File: src/rtl/pixel_unpack_pkg.sv
// Shared types for the pixel unpacker: payload mode, FSM states and the
// RGB565 -> RGB444 truncation.
package pixel_unpack_pkg;

  typedef enum logic {
    MODE_RGB565 = 1'b0,
    MODE_PACK12 = 1'b1
  } mode_e;

  typedef enum logic [2:0] {
    ST_IDLE,
    ST_PH0,
    ST_PH1,
    ST_PH2,
    ST_FLUSH
  } state_e;

  function automatic logic [11:0] rgb565_to_444(input logic [15:0] d);
    return {d[15:12], d[10:7], d[4:1]};
  endfunction

endpackage

File: src/rtl/pixel_unpacker.sv
// 16-bit word stream to RGB444 pixels (RGB565 or PACK12), with line header and pix_x.
// One-cycle output latency; axiir drops only for the PACK12 flush cycle.
module pixel_unpacker
  import pixel_unpack_pkg::*;
#(
  parameter int HEADER_EN = 1,
  parameter int LINE_Y_W  = 16,
  parameter int LINE_LEN  = 320,
  parameter int X_W       = 10
) (
  input  logic                clk,
  input  logic                rst,
  input  logic                mode,
  input  logic                axiiv,
  input  logic [15:0]         axiid,
  output logic                axiir,
  output logic                axiov,
  output logic [11:0]         axiod,
  output logic [X_W-1:0]      pix_x,
  output logic [LINE_Y_W-1:0] line_y,
  output logic                line_y_valid,
  output logic                frag_err,
  output logic                ovf_err
);

  // One extra bit so the counter can saturate at LINE_LEN == 2**X_W.
  localparam int              CW         = X_W + 1;
  localparam logic [CW-1:0]   LINE_LEN_C = CW'(LINE_LEN);

  state_e                state_q, state_d;
  mode_e                 mode_q, mode_d;
  logic [11:0]           hold_q, hold_d;
  logic [CW-1:0]         cnt_q, cnt_d;
  logic                  axiov_q, axiov_d;
  logic [11:0]           axiod_q, axiod_d;
  logic [X_W-1:0]        pix_x_q, pix_x_d;
  logic [LINE_Y_W-1:0]   line_y_q, line_y_d;
  logic                  lyv_q, lyv_d;
  logic                  frag_q, frag_d;
  logic                  ovf_q, ovf_d;

  logic                  take;
  logic                  emit;
  logic [11:0]           pix;
  logic [CW-1:0]         cnt_cur;
  state_e                phase;
  mode_e                 word_mode;

  always_comb begin
    state_d   = state_q;
    mode_d    = mode_q;
    hold_d    = hold_q;
    cnt_d     = cnt_q;
    axiov_d   = 1'b0;
    axiod_d   = axiod_q;
    pix_x_d   = pix_x_q;
    line_y_d  = line_y_q;
    lyv_d     = 1'b0;
    frag_d    = 1'b0;
    ovf_d     = 1'b0;
    take      = 1'b0;
    emit      = 1'b0;
    pix       = '0;
    cnt_cur   = cnt_q;
    phase     = state_q;
    word_mode = mode_q;

    case (state_q)
      ST_IDLE: begin
        if (axiiv) begin
          mode_d  = mode_e'(mode);
          cnt_cur = '0;
          cnt_d   = '0;
          if (HEADER_EN != 0) begin
            line_y_d = axiid[LINE_Y_W-1:0];
            lyv_d    = 1'b1;
            state_d  = ST_PH0;
          end else begin
            // Headerless burst: first word is data, decoded with the fresh mode.
            take      = 1'b1;
            phase     = ST_PH0;
            word_mode = mode_e'(mode);
          end
        end
      end
      ST_PH0, ST_PH1, ST_PH2: begin
        if (axiiv) begin
          take = 1'b1;
        end else begin
          state_d = ST_IDLE;
          frag_d  = (state_q != ST_PH0);
        end
      end
      ST_FLUSH: begin
        emit    = 1'b1;
        pix     = hold_q;
        state_d = ST_PH0;
      end
      default: state_d = ST_IDLE;
    endcase

    if (take) begin
      emit = 1'b1;
      case (phase)
        ST_PH1: begin
          pix     = {hold_q[3:0], axiid[15:8]};
          hold_d  = {4'h0, axiid[7:0]};
          state_d = ST_PH2;
        end
        ST_PH2: begin
          pix     = {hold_q[7:0], axiid[15:12]};
          hold_d  = axiid[11:0];
          state_d = ST_FLUSH;
        end
        default: begin
          if (word_mode == MODE_RGB565) begin
            pix     = rgb565_to_444(axiid);
            state_d = ST_PH0;
          end else begin
            pix     = axiid[15:4];
            hold_d  = {8'h00, axiid[3:0]};
            state_d = ST_PH1;
          end
        end
      endcase
    end

    if (emit) begin
      if (cnt_cur >= LINE_LEN_C) begin
        ovf_d = 1'b1;
        cnt_d = LINE_LEN_C;
      end else begin
        axiov_d = 1'b1;
        axiod_d = pix;
        pix_x_d = cnt_cur[X_W-1:0];
        cnt_d   = cnt_cur + 1'b1;
      end
    end
  end

  always_ff @(posedge clk) begin
    if (rst) begin
      state_q  <= ST_IDLE;
      mode_q   <= MODE_RGB565;
      hold_q   <= '0;
      cnt_q    <= '0;
      axiov_q  <= 1'b0;
      axiod_q  <= '0;
      pix_x_q  <= '0;
      line_y_q <= '0;
      lyv_q    <= 1'b0;
      frag_q   <= 1'b0;
      ovf_q    <= 1'b0;
    end else begin
      state_q  <= state_d;
      mode_q   <= mode_d;
      hold_q   <= hold_d;
      cnt_q    <= cnt_d;
      axiov_q  <= axiov_d;
      axiod_q  <= axiod_d;
      pix_x_q  <= pix_x_d;
      line_y_q <= line_y_d;
      lyv_q    <= lyv_d;
      frag_q   <= frag_d;
      ovf_q    <= ovf_d;
    end
  end

  assign axiir        = (state_q != ST_FLUSH);
  assign axiov        = axiov_q;
  assign axiod        = axiod_q;
  assign pix_x        = pix_x_q;
  assign line_y       = line_y_q;
  assign line_y_valid = lyv_q;
  assign frag_err     = frag_q;
  assign ovf_err      = ovf_q;

endmodule

File: config.mk
export PLATFORM = sky130hd
export DESIGN_NAME = pixel_unpacker
export DESIGN_NICKNAME = d
export VERILOG_FILES = /design/src/rtl/pixel_unpack_pkg.sv /design/src/rtl/pixel_unpacker.sv
export SDC_FILE = /design/constraint.sdc
export NUM_CORES = 1
export LEC_CHECK = 0
export CAP_MARGIN = 10
export CORE_MARGIN = 2
export CORE_UTILIZATION = 51
export CTS_BUF_LIST = sky130_fd_sc_hd__clkbuf_4 sky130_fd_sc_hd__clkbuf_8 sky130_fd_sc_hd__clkbuf_16
export DETAILED_ROUTE_END_ITERATION = 12
export PLACE_DENSITY_LB_ADDON = 0.12
export SLEW_MARGIN = 40
export SYNTH_ARGS = -nofsm -noshare
export SYNTH_HDL_FRONTEND = slang
export SYNTH_SLANG_ARGS = --single-unit
File: constraint.sdc
create_clock -name clk -period 3 [get_ports clk]
set_input_delay 0.9 -clock clk [delete_from_list [all_inputs] [get_ports clk]]
set_output_delay 0.9 -clock clk [all_outputs]
set_load 0.01 [all_outputs]
**Yosys cells after proc, flatten, opt, wreduce, memory -nomap -nowiden**

Index checks and enable logic that the tools add are counted.

- Bits in registers: 69
- Input bits: 20
- Output and inout port bits: 43
- Word-level logic and storage cells: 57

- $add $sub $neg: 1
- $lt $le $gt $ge: 1
- Equal/unequal tests: 8
- Muxes and demuxes: 22
- Bitwise operators: 4
- Reduce and logical (&&, ||, !) cells: 10

Operator list:

| operator | count |
|---|---|
| $pmux W12 S2 | 2 |
| $mux W11 | 4 |
| $mux W12 | 3 |
| $add A11 B1 Y11 const B | 1 |
| $ge A11 B9 Y1 const B | 1 |
| $mux W3 | 3 |
| $ne A3 B3 Y1 const B | 3 |
| $pmux W3 S3 | 1 |
| $mux W8 | 1 |
| $reduce_and A2 Y1 | 4 |
| $eq A3 B2 Y1 const B | 2 |
| $mux W1 | 6 |
| $pmux W3 S2 | 1 |
| $reduce_or A3 Y1 | 2 |
| $not A1 Y1 | 4 |
| $reduce_or A2 Y1 | 2 |
| $eq A3 B1 Y1 const B | 1 |
| $eq A3 B3 Y1 const B | 1 |
| $logic_not A3 Y1 | 1 |
| $ne A3 B1 Y1 const B | 1 |
| $reduce_bool A3 Y1 | 1 |
| $mux W2 | 1 |

**Depth between registers and ports, before layout**

- Depth after elaboration: 6
- Gate-level depth with buffers: 11

**Worst setup path before layout**

No wires, ideal clock.

- Path type: input port to flip-flop
- Start: input port axiiv
- End: register cnt_q[8]
- Setup time: 120 ps
- Arrival time: 2586 ps
- Required time: 2880 ps
- Path slack: 294 ps
- Cell stages on the path: 11
- Buffers on the path: 2
- Cell sequence: buf_2 or4b_1 buf_2 nand2_1 inv_1 ha_1 nand3_1 nor2_1 nand3_1 nor3_1 o31a_1

- Longest elaborated chain between the ends: 5
- Elaborated cells on any way between the ends: 9
- Those cells by class: 1 x add/sub; 1 x order compare; 7 x mux

Ends and longest elaborated chain:

| what | line | RTL |
|---|---|---|
| start, declared | pixel_unpacker.sv:14 | `input logic axiiv,` |
| $mux W11 * | pixel_unpacker.sv:70 | `if (axiiv) begin` |
| $mux W11 * | n/a |  |
| named net cnt_cur[0] | pixel_unpacker.sv:45 | `logic [CW-1:0] cnt_cur;` |
| $add A11 B1 Y11 or $ge A11 B9 Y1 (tied branches) | pixel_unpacker.sv:136, pixel_unpacker.sv:129 |  |
| $mux W11 * | pixel_unpacker.sv:129 | `if (cnt_cur >= LINE_LEN_C) begin` |
| $mux W11 * | pixel_unpacker.sv:128 | `if (emit) begin` |
| end signal, assigned | pixel_unpacker.sv:158 | `cnt_q <= cnt_d;` |
| end, declared | pixel_unpacker.sv:33 | `logic [CW-1:0] cnt_q, cnt_d;` |

The timed path passes the listed nets; every way through them passes the cells marked *.
A chain may end at the register's enable or synchronous reset.

**Worst setup path in the final report**

- Start: register state_q[1]
- End: output port axiir

- Longest elaborated chain between the ends: 1

Ends and longest elaborated chain:

| what | line | RTL |
|---|---|---|
| start, declared | pixel_unpacker.sv:30 | `state_e state_q, state_d;` |
| start signal, assigned | pixel_unpacker.sv:155 | `state_q <= state_d;` |
| $ne A3 B3 Y1 | pixel_unpacker.sv:169 | `assign axiir = (state_q != ST_FLUSH);` |
| end, declared | pixel_unpacker.sv:16 | `output logic axiir,` |

Every way passes these cells.

==> results_dict.tcl <==
set metrics [dict create \
    status "finished clean" \
    placementRows 28 \
    reg2reg_slack_ns 0.71 \
    hold_violations 0 \
    grt_max_degree 28 \
    syn2layout_area_growth_pct 29.6 \
    grt_pass1_vias 2477 \
    fmax_mhz 352 \
    drive_above_1_share_pct 11.6 \
    dp_hpwl_um 5480 \
    p_leak_uw 0.00146 \
    final_common_cell "dfxtp_1" \
    start_util_pct 52.7 \
    setup_viol 0 \
    use_met3_pct 5.93 \
    postRouteAntennaNets 0 \
    ys_ff_latch 69 \
    tightest_slew_ns 0.733 \
    crit_fanout 14 \
    slew_headroom_pct 51.1 \
    synth_cell_type_count 48 \
    wl_per_cell_um 15.3 \
    dr_total_vias 2832 \
    grt.total_usage_pct 24.5 \
    clock_skew_ns 0.00633 \
    dieWidth_um 82.0 \
    nFillCells 507 \
    power-per-cell-area_nw_per_um2 517 \
    hold_path_end "pix_x[4]$_SDFFE_PP0P_" \
    drv_cap 0 \
    antenna_found_initial 0 \
    grt_pass1_wl_um 12400 \
    synth_top_area_cell "dfxtp_1" \
    die_area_um2 6730 \
    min_from "pix_x[4]$_SDFFE_PP0P_" \
    cts_tree "done" \
    hold_depth 2 \
    grt_overflow 0 \
    r2r_end "cnt_q[8]$_SDFF_PP0_" \
    grt.met2_usage_pct 38.7 \
    routabilityCongestion 0.911 \
    hp-class "reg2reg" \
    synth_ff_type "dfxtp_1" \
    clk_path_buf_depth 2 \
    startpoint_type "register" \
    cts_made_buffers 9 \
    cts.clk_slew.worst_paths_ns 0.08 \
    netlist_area_um2 3100 \
    post-cts-setup-buffer-count 0 \
    fin_util_pct 68.3 \
    r2r_cells 9 \
    end_kind "output port" \
    min_period_ns 2.84 \
    h-tree-depth 3 \
    period_share_pct 94.7 \
    regToRegStartpoint "state_q[0]$_SDFFE_PP0P_" \
    core_um2 5890 \
    yosys_warnings 0 \
    design_area_um2 4020 \
    drtPass1Iterations 4 \
    syn_inst 366 \
    synth.area.top_cells "dfxtp_1 44%, a21oi_1 7.6%, nand2_1 6.8%" \
    worstSetupPathType "reg2out" \
    root_buffer "clkbuf_8" \
    fin_nets 449 \
    viasPerCell 5.59 \
    seq_area_frac_synth_pct 44.5 \
    grt_busiest_layer "met2" \
    synth_edf_count 0 \
    required_ns 2.10 \
    synth_area_per_cell_um2 8.48 \
    clock_latency_ns 0.35 \
    synthesis.nets 388 \
    yosys.area.top_type_share_pct 44.5 \
    antenna_cells 0 \
    cts.sinks 69 \
    placed_area_um2 3800 \
    grtUsageMet1_pct 32.4 \
    drcViolationCount 0 \
    die_y_um 82.0 \
    final_cell_mix "69 x dfxtp_1, 61 x clkdlybuf4s50_1, 56 x nand2_1" \
    postSynth.asyncResetShare_pct 0 \
    arrival_ns 1.94 \
    drv_slew 0 \
    worst_hold_slack_ns 0.452 \
    io_buffers 62 \
    vdd.ir_drop.worst_mv 0.390 \
    wl_um 7780 \
    rsz0062_at_grt "false" \
    ios 63 \
    drt_iter0_markers 204 \
]
registers in the layout (all words and copies together) (netlist names):
name	count
line_y	16
axiod	12
hold_q	12
cnt_q	11
pix_x	10
state_q	3
axiov	1
frag_err	1
line_y_valid	1
mode_q	1
ovf_err	1
Yosys cell counts (3+ instances only):
cell type  count
a211oi_1       7
a21oi_1       47
a221oi_1      10
a32oi_1        5
and2_1         3
buf_2         12
buf_4          6
clkbuf_1       9
dfxtp_1       69
inv_1          5
mux2i_1       16
nand2_1       56
nand3_1       12
nand4_1        4
nor2_1        38
nor2b_1        9
nor3_1        15
how the worst max path moves through the flow:
stage,startpoint,end,slack (ns),cells after the start
6_report,state_q[1]$_SDFFE_PP0P_,axiir,0.16,4
3_3_place_gp,axiiv,cnt_q[8]$_SDFF_PP0_,-0.006,9
2_1_floorplan,axiiv,cnt_q[8]$_SDFF_PP0_,0.29,11
3_5_place_dp,axiiv,cnt_q[8]$_SDFF_PP0_,-0.08,9
5_1_grt,state_q[1]$_SDFFE_PP0P_,axiir,0.06,4
4_1_cts,state_q[1]$_SDFFE_PP0P_,axiir,0.14,4
what timing repair did:
item	in CTS	in global routing
gates resized for setup	1	0
setup endpoints to repair	1	0
hold buffers	0	0
layer usage:
metal	vias up	part of all wire, %
met5	-	0
met4	0	1.9
met3	12	6.5
met2	89	46
met1	1322	46
li1	1409	-
critical path, stage by stage, from the launching register on:
cell and delay (ns):
dfxtp_1 0.37, nor2_2 0.21, and2_2 0.38, inv_1 0.13, clkdlybuf4s50_1 0.50
per-stage QoR:
step	setup slack (ns)	cells	TNS [ns]	power (uW)
floorplan	0.294	366	0	1130
detailed placement	-0.0795	491	-0.0936	1250
CTS	0.135	507	0	2090
finish	0.158	507	0	2080
global route	0.0556	507	0	2160
global placement	-0.00633	491	-0.00633	1250
report_power, final:
group          total, uW  leakage, uW  internal [uW]  switching [uW]
combinational        271     0.000788            127             144
sequential           964     0.000561            944            19.9
clock                844     0.000110            472             373
layout make-up:
cell class / count / area, um2 / area share [%]
clock buffers: 9 / 124 / 3.08
multi-input cells: 263 / 1560 / 38.8
well taps: 75 / 93.8 / 2.33
clock inverters: 7 / 98.8 / 2.46
repair buffers: 79 / 743 / 18.5
flip-flops and latches: 69 / 1380 / 34.3
inverters: 5 / 18.8 / 0.467
cells by family (layout without fill, tap and decap cells):
kind of cell / after synthesis / in the layout / synth area share (%)
flops: 69 / 69 / 44.5
buf+inv: 34 / 100 / 5.56
fa+ha+maj: 2 / 2 / 0.806
simple gates: 155 / 155 / 24.1
compound gates: 89 / 89 / 19.4
mux: 17 / 17 / 5.60
(Power assumes the default switching activity.)
